[src/rtl/i2s_pkg.sv]
// Shared I2S definitions used by the transmitter and the receiver.
package i2s_pkg;

  localparam int I2S_DATA_W     = 16;
  localparam int I2S_DELAY_BITS = 1;

  typedef enum logic [1:0] {
    WAIT_FRAME = 2'd0,
    LEFT       = 2'd1,
    RIGHT      = 2'd2
  } i2s_state_e;

endpackage

[src/rtl/i2s_lr_edge.sv]
// lrclk edge detector in the bclk falling-edge domain.
module i2s_lr_edge (
  input  logic i_bclk,
  input  logic i_rst_n,
  input  logic i_lrclk,
  output logic o_lr_fall,
  output logic o_lr_rise
);

  logic r_lrclk_d;

  always_ff @(negedge i_bclk or negedge i_rst_n) begin
    if (!i_rst_n) r_lrclk_d <= 1'b0;
    else          r_lrclk_d <= i_lrclk;
  end

  assign o_lr_fall = !i_lrclk && r_lrclk_d;
  assign o_lr_rise = i_lrclk && !r_lrclk_d;

endmodule

[src/rtl/i2s_tx.sv]
// Mono I2S transmitter: one-entry sample buffer, same word sent in both slots.
// Define I2S_TX_UNDERRUN_CNT_EN to add a saturating 8-bit underrun counter port.
module i2s_tx
  import i2s_pkg::*;
#(
  parameter int DATA_W = I2S_DATA_W,
  parameter int CNT_W  = 5
) (
  input  logic              bclk,
  input  logic              rst_n,
  input  logic              lrclk,
  input  logic [DATA_W-1:0] sample_in,
  input  logic              sample_valid,
  output logic              sample_ready,
  output logic              dacdat,
  output logic              underrun,
`ifdef I2S_TX_UNDERRUN_CNT_EN
  output logic [7:0]        underrun_cnt,
`endif
  output logic [1:0]        o_dbg_state
);

  // Handshake: a sample moves into the buffer on the negedge where
  // sample_valid && sample_ready; sample_ready depends only on buffer state.

  localparam logic [CNT_W-1:0] CNT_MAX    = '1;
  localparam logic [CNT_W-1:0] DATA_FIRST = CNT_W'(I2S_DELAY_BITS);
  localparam logic [CNT_W-1:0] DATA_LAST  = CNT_W'(I2S_DELAY_BITS + DATA_W - 1);

  logic              w_lr_fall;
  logic              w_lr_rise;
  logic              w_push;
  logic              w_load;
  logic              w_in_data;
  logic [CNT_W-1:0]  w_cnt_next;

  logic              r_buf_full;
  logic [DATA_W-1:0] r_buf;
  logic [DATA_W-1:0] r_shift;
  logic [DATA_W-1:0] r_frame_word;
  logic [CNT_W-1:0]  r_bit_cnt;
  logic              r_dacdat;
  logic              r_underrun;
  i2s_state_e        r_state;

  i2s_lr_edge u_lr_edge (
    .i_bclk    (bclk),
    .i_rst_n   (rst_n),
    .i_lrclk   (lrclk),
    .o_lr_fall (w_lr_fall),
    .o_lr_rise (w_lr_rise)
  );

  assign w_push     = sample_valid && !r_buf_full;
  assign w_load     = w_lr_fall && (r_state != LEFT);
  assign w_cnt_next = (w_lr_fall || w_lr_rise) ? '0 :
                      (r_bit_cnt == CNT_MAX)   ? CNT_MAX :
                                                 r_bit_cnt + 1'b1;
  // Count 0 is the one-bit I2S delay; data follows, then zero padding.
  assign w_in_data  = (w_cnt_next >= DATA_FIRST) && (w_cnt_next <= DATA_LAST);

  always_ff @(negedge bclk or negedge rst_n) begin
    if (!rst_n) begin
      r_buf_full   <= 1'b0;
      r_buf        <= '0;
      r_shift      <= '0;
      r_frame_word <= '0;
      r_bit_cnt    <= '0;
      r_dacdat     <= 1'b0;
      r_underrun   <= 1'b0;
      r_state      <= WAIT_FRAME;
    end else begin
      r_bit_cnt  <= w_cnt_next;
      r_underrun <= 1'b0;

      // Buffer is freed by a frame load, but a new sample only enters
      // when it was already empty before this edge.
      if (w_push) begin
        r_buf      <= sample_in;
        r_buf_full <= 1'b1;
      end else if (w_load) begin
        r_buf_full <= 1'b0;
      end

      if (w_load) begin
        r_state  <= LEFT;
        r_dacdat <= 1'b0;
        if (r_buf_full) begin
          r_shift      <= r_buf;
          r_frame_word <= r_buf;
        end else begin
          r_shift      <= '0;
          r_frame_word <= '0;
          r_underrun   <= 1'b1;
        end
      end else if (w_lr_rise && (r_state == LEFT)) begin
        r_state  <= RIGHT;
        r_shift  <= r_frame_word;
        r_dacdat <= 1'b0;
      end else if ((r_state == LEFT) || (r_state == RIGHT)) begin
        if (w_in_data) begin
          r_dacdat <= r_shift[DATA_W-1];
          r_shift  <= {r_shift[DATA_W-2:0], 1'b0};
        end else begin
          r_dacdat <= 1'b0;
        end
      end else begin
        r_state  <= WAIT_FRAME;
        r_dacdat <= 1'b0;
      end
    end
  end

`ifdef I2S_TX_UNDERRUN_CNT_EN
  logic [7:0] r_underrun_cnt;

  always_ff @(negedge bclk or negedge rst_n) begin
    if (!rst_n)
      r_underrun_cnt <= 8'd0;
    else if (w_load && !r_buf_full && (r_underrun_cnt != 8'hFF))
      r_underrun_cnt <= r_underrun_cnt + 8'd1;
  end

  assign underrun_cnt = r_underrun_cnt;
`endif

  assign sample_ready = !r_buf_full;
  assign dacdat       = r_dacdat;
  assign underrun     = r_underrun;
  assign o_dbg_state  = r_state;

endmodule

[config.mk]
export PLATFORM = sky130hd
export DESIGN_NAME = i2s_tx
export DESIGN_NICKNAME = d
export VERILOG_FILES = /design/src/rtl/i2s_pkg.sv /design/src/rtl/i2s_lr_edge.sv /design/src/rtl/i2s_tx.sv
export SDC_FILE = /design/constraint.sdc
export NUM_CORES = 1
export LEC_CHECK = 0
export BUFFER_PORTS_ARGS = -buffer_cell sky130_fd_sc_hd__buf_2
export CELL_PAD_IN_SITES_DETAIL_PLACEMENT = 1
export CELL_PAD_IN_SITES_GLOBAL_PLACEMENT = 1
export CORE_MARGIN = 5
export CORE_UTILIZATION = 43
export CTS_CLUSTER_DIAMETER = 40
export DETAILED_ROUTE_END_ITERATION = 16
export PLACE_DENSITY = 0.81
export SETUP_SLACK_MARGIN = 0.3
export SYNTH_ARGS = -nofsm -noshare
export SYNTH_HDL_FRONTEND = slang
export SYNTH_HIERARCHICAL = 1
export SYNTH_SLANG_ARGS = --single-unit
export TNS_END_PERCENT = 30
[constraint.sdc]
create_clock -name bclk -period 2.5 [get_ports bclk]
set_input_delay 0.625 -clock bclk [delete_from_list [all_inputs] [get_ports bclk]]
set_output_delay 0.625 -clock bclk [all_outputs]
set_load 0.05 [all_outputs]
Yosys cells after proc, flatten, opt, wreduce, memory -nomap -nowiden
Index checks and enable logic that the tools add are counted.
{"block": "op_classes", "eq_ne": 5, "n_mux": 18, "n_lt_le_gt_ge": 2, "reduce_logical": 15, "addsub": 1}
{"cell": "two-way mux 16 bit", "count": 5}
{"cell": "two-way mux 5 bit", "count": 2}
{"cell": "two-way mux 1 bit", "count": 8}
{"cell": "logical AND 1 bit", "count": 6}
{"cell": "two-way mux 2 bit", "count": 3}
{"cell": "nonzero test 3 bit", "count": 2}
{"cell": "adder 5 x 1 -> 5 bit (second input constant)", "count": 1}
{"cell": "equality test 5 bit (second input constant)", "count": 1}
{"cell": ">= comparator 5 x 1 -> 1 bit (second input constant)", "count": 1}
{"cell": "less-or-equal comparator 5 bit (second input constant)", "count": 1}
{"cell": "logical NOT 1 bit", "count": 3}
{"cell": "!= test 3 bit (second input constant)", "count": 1}
{"cell": "equality test 2 x 1 -> 1 bit (second input constant)", "count": 1}
{"cell": "equality test 2 bit (second input constant)", "count": 1}
{"cell": "logical OR 1 bit", "count": 2}
{"cell": "!= test 2 x 1 -> 1 bit (second input constant)", "count": 1}
{"cell": "AND reduction 2 bit", "count": 1}
{"cell": "nonzero test 2 bit", "count": 1}
{"block": "word_totals", "register_bits": 59, "out_inout_bits": 5, "elab_cells": 50, "inputBits": 20}

Depth between registers and ports, before layout
{"block": "logic_depth", "word_depth": 10, "depth_mapped": 9, "ltp_nobuf": 7}

By module
The synthesis kept the hierarchy.
{"mod": "i2s_tx", "seq_area_each_um2": 1451.4, "instances": 1, "area_per_inst_um2": 2641.3, "cells_per_inst": 218}
{"mod": "i2s_lr_edge", "seq_area_each_um2": 25.0, "instances": 1, "area_per_inst_um2": 40.0, "cells_per_inst": 3}

==> results.yml <==
grt:
  globalRouteOverflowTotal: 0
  grt_max_degree: 60
  top_usage_layer: "met2"
  use_met3_pct: 4.240
  gr-usage-met2_pct: 36.64
  grtUsageMet1_pct: 22.83
  grt_pass1_wl_um: 11790
  grt_pass1_vias: 2296
  antenna_found_initial: 0
  grt.total_usage_pct: 20.13
route:
  vias: 1965
  detail_route.first_pass.iterations: 4
  drc: 0
  final_antenna_net_count: 0
  avgViaCountPerCell: 5.567
  wl_per_cell_um: 19.95
  first_iter_violations: 93
  wl_um: 7042
synth:
  synthTopCellsByCount: "dfrtn_1, nand2_1, mux2_2, a22oi_1, a22o_1"
  ys_seq_area_share_pct: 55.06
  synthTopCellsByArea: "dfrtn_1, mux2_2, nand2_1"
  avgSynthCellArea_sq_um: 12.13
  synth_edf_count: 0
  synth_nets: 243
  netlist.area_leader.share_pct: 55.06
  async_reset_ff_share_pct: 100.0
  synth_ff_type: "dfrtn_1"
  synth_top_area_cell: "dfrtn_1"
  netlist_area_sq_um: 2681
  yosysMostFrequentCell: "dfrtn_1"
  syn_inst: 221
  ys_warn_count: 6
  yosysUniqueCellTypes: 37
  yosys_register_bits: 59
timing:
  fin_ws_ns: -0.9123
  drv_slew: 0
  fin_hold_ws_ns: 0.4291
  worstMarginPinSlew_ns: 0.4182
  finClkSkew_ns: 0.004970
  rsz0062_at_grt: "true"
  slew_headroom_pct: 72.12
  tns_ns: -19.33
  hold_viol_final: 0
  setup_viol: 44
worst_setup_path:
  crit_type: "in -> reg"
  startpoint: "lrclk"
  max_stage_delay_ns: 0.40
  arrival_ns: 2.33
  cp_data_required_time_ns: 1.42
  reg2reg_from: "r_bit_cnt[0]"
  start_kind: "primary input"
  critPathSlowestCell: "or3_4"
  crit_path_end: "r_shift[11]"
  crit_fanout: 7
  crit_path_end_kind: "flip-flop"
  reg2reg_slack_ns: 0.01
  reg2reg_to: "r_shift[13]"
  rr_worst_depth: 7
  cp_cell_sequence: "buf_8 > and2b_2 > buf_6 > or3_4 > o31ai_4 > a311oi_4 > clkbuf_16 > mux2_4"
hold_path:
  worstHoldPathCells: 2
  hold_class: "reg -> reg"
placed_design:
  hpwl_um: 4120
  place_ws_ns: -1.659
  dp.cells: 332
  port_buffers: 24
  place_congestion: 0.7854
  dpl_cell_area_sq_um: 3089
floorplan:
  die_w_um: 88.97
  die-height_um: 88.97
  rows: 28
  die_area_sq_um: 7915
  ios: 25
  start_util_pct: 44.76
  core_area_sq_um: 5991
run_status:
  violations: "negative setup slack"
  status: "complete, but fails checks"
cells_and_area:
  num_antenna_cells: 0
  fin_util_pct: 58.69
  fin_nets: 295
  drive_gt1_share_pct: 44.96
  instances_no_fill: 353
  fin_area_sq_um: 3516
  synthToLayoutAreaGrowth_pct: 31.12
clock_tree:
  path_clk_slew_ns: 0.05
  numCtsBuffers: 9
  cts_tree: "yes"
  clockBufferDepth: 2
  cts_max_level: 3
  cts-root-buf: "clkbuf_8"
  cts_hold_buf: 0
  insertion_delay_ns: 0.32
  cts.sinks: 59
pwr:
  p_leak_nw: 1.683
  power_density_nw_per_um2: 987.1
  ir_worst_vdd_mv: 0.6122
  total_power_mw: 3.470
job:
  cap_viol_max_count: 0
[layout make-up]
type	count	area [sq um]
clock buffers	12	165.2
clock inverters	4	47.55
fillers	622	2475
inverters	2	7.507
multi-input cells	145	1224
flip-flops and latches	59	1476
well taps	75	93.84
repair buffers	56	501.7
[cells by family (layout without fill, tap and decap cells)]
group	Yosys count	in the layout	synth area share (%)
XOR/XNOR	2	2	0.6534
multiplexers	31	31	14.42
buffers and inverters	17	74	3.686
adder cells (fa/ha/maj)	2	2	0.9331
AO/OA/AOI/OAI	44	44	14.00
flip-flops	59	59	55.06
AND/OR/NAND/NOR	66	66	11.25
[where the power goes]
part,internal [mW],switching [mW]
clock,0.538,0.383
combinational,0.589,0.426
sequential,1.30,0.232
total,2.43,1.04
[worst max-delay path, delay by kind of cell]
kind / cells / cell delay, ns
simple gates: 2 / 0.61
buf+inv: 3 / 0.43
compound gates: 2 / 0.36
mux: 1 / 0.29
[repair_timing]
item,CTS,global route
pin swaps,3,0
setup endpoints to repair,63,63
gates cloned,1,0
setup buffers,4,0
gates resized for setup,26,15
[sequential cells by signal, indices dropped and copies added (netlist names)]
| register | flops |
|---|---|
| r_buf_full | 1 |
| o_dbg_state | 2 |
| u_lr_edge/r_lrclk_d | 1 |
| r_bit_cnt | 5 |
| dacdat | 1 |
| r_frame_word | 16 |
| r_buf | 16 |
| underrun | 1 |
| r_shift | 16 |
[metal layers]
| metal | part of all wire, % | vias up |
|---|---|---|
| li1 | - | 893 |
| met1 | 41 | 1026 |
| met2 | 54 | 36 |
| met3 | 2.6 | 10 |
| met4 | 2.0 | 0 |
| met5 | 0 | - |
[how the worst min path moves through the flow]
stage | start | end | slack (ns)
after floorplan | r_buf_full | underrun | 0.38
after global placement | r_frame_word[12] | r_frame_word[12] | 0.42
after detailed placement | r_frame_word[11] | r_frame_word[11] | 0.43
after CTS | r_frame_word[11] | r_frame_word[11] | 0.43
after global routing | r_frame_word[13] | r_frame_word[13] | 0.45
final | r_frame_word[13] | r_frame_word[13] | 0.43
[layout by cell type (no fill, tap or decap), types with 2 or more instances in the layout]
master    netlist  final
a22o_1         12     12
buf_8           1      2
nor2b_4         0      2
a41oi_2         2      2
a22oi_1        17     17
a21oi_1         3      2
dfrtn_1        59     59
buf_4           0     21
buf_12          0      4
clkbuf_8        0     12
nor2_1          9      7
nand2_1        41     41
mux2_2         21     13
nand2b_1        2      2
nor2_4          0      2
mux2_4         10     18
buf_2           1     17
a31oi_1         2      2
ha_1            2      2
clkinv_2        0      2
buf_6           3     11
No activity file was read; power rests on OpenSTA's default activity.
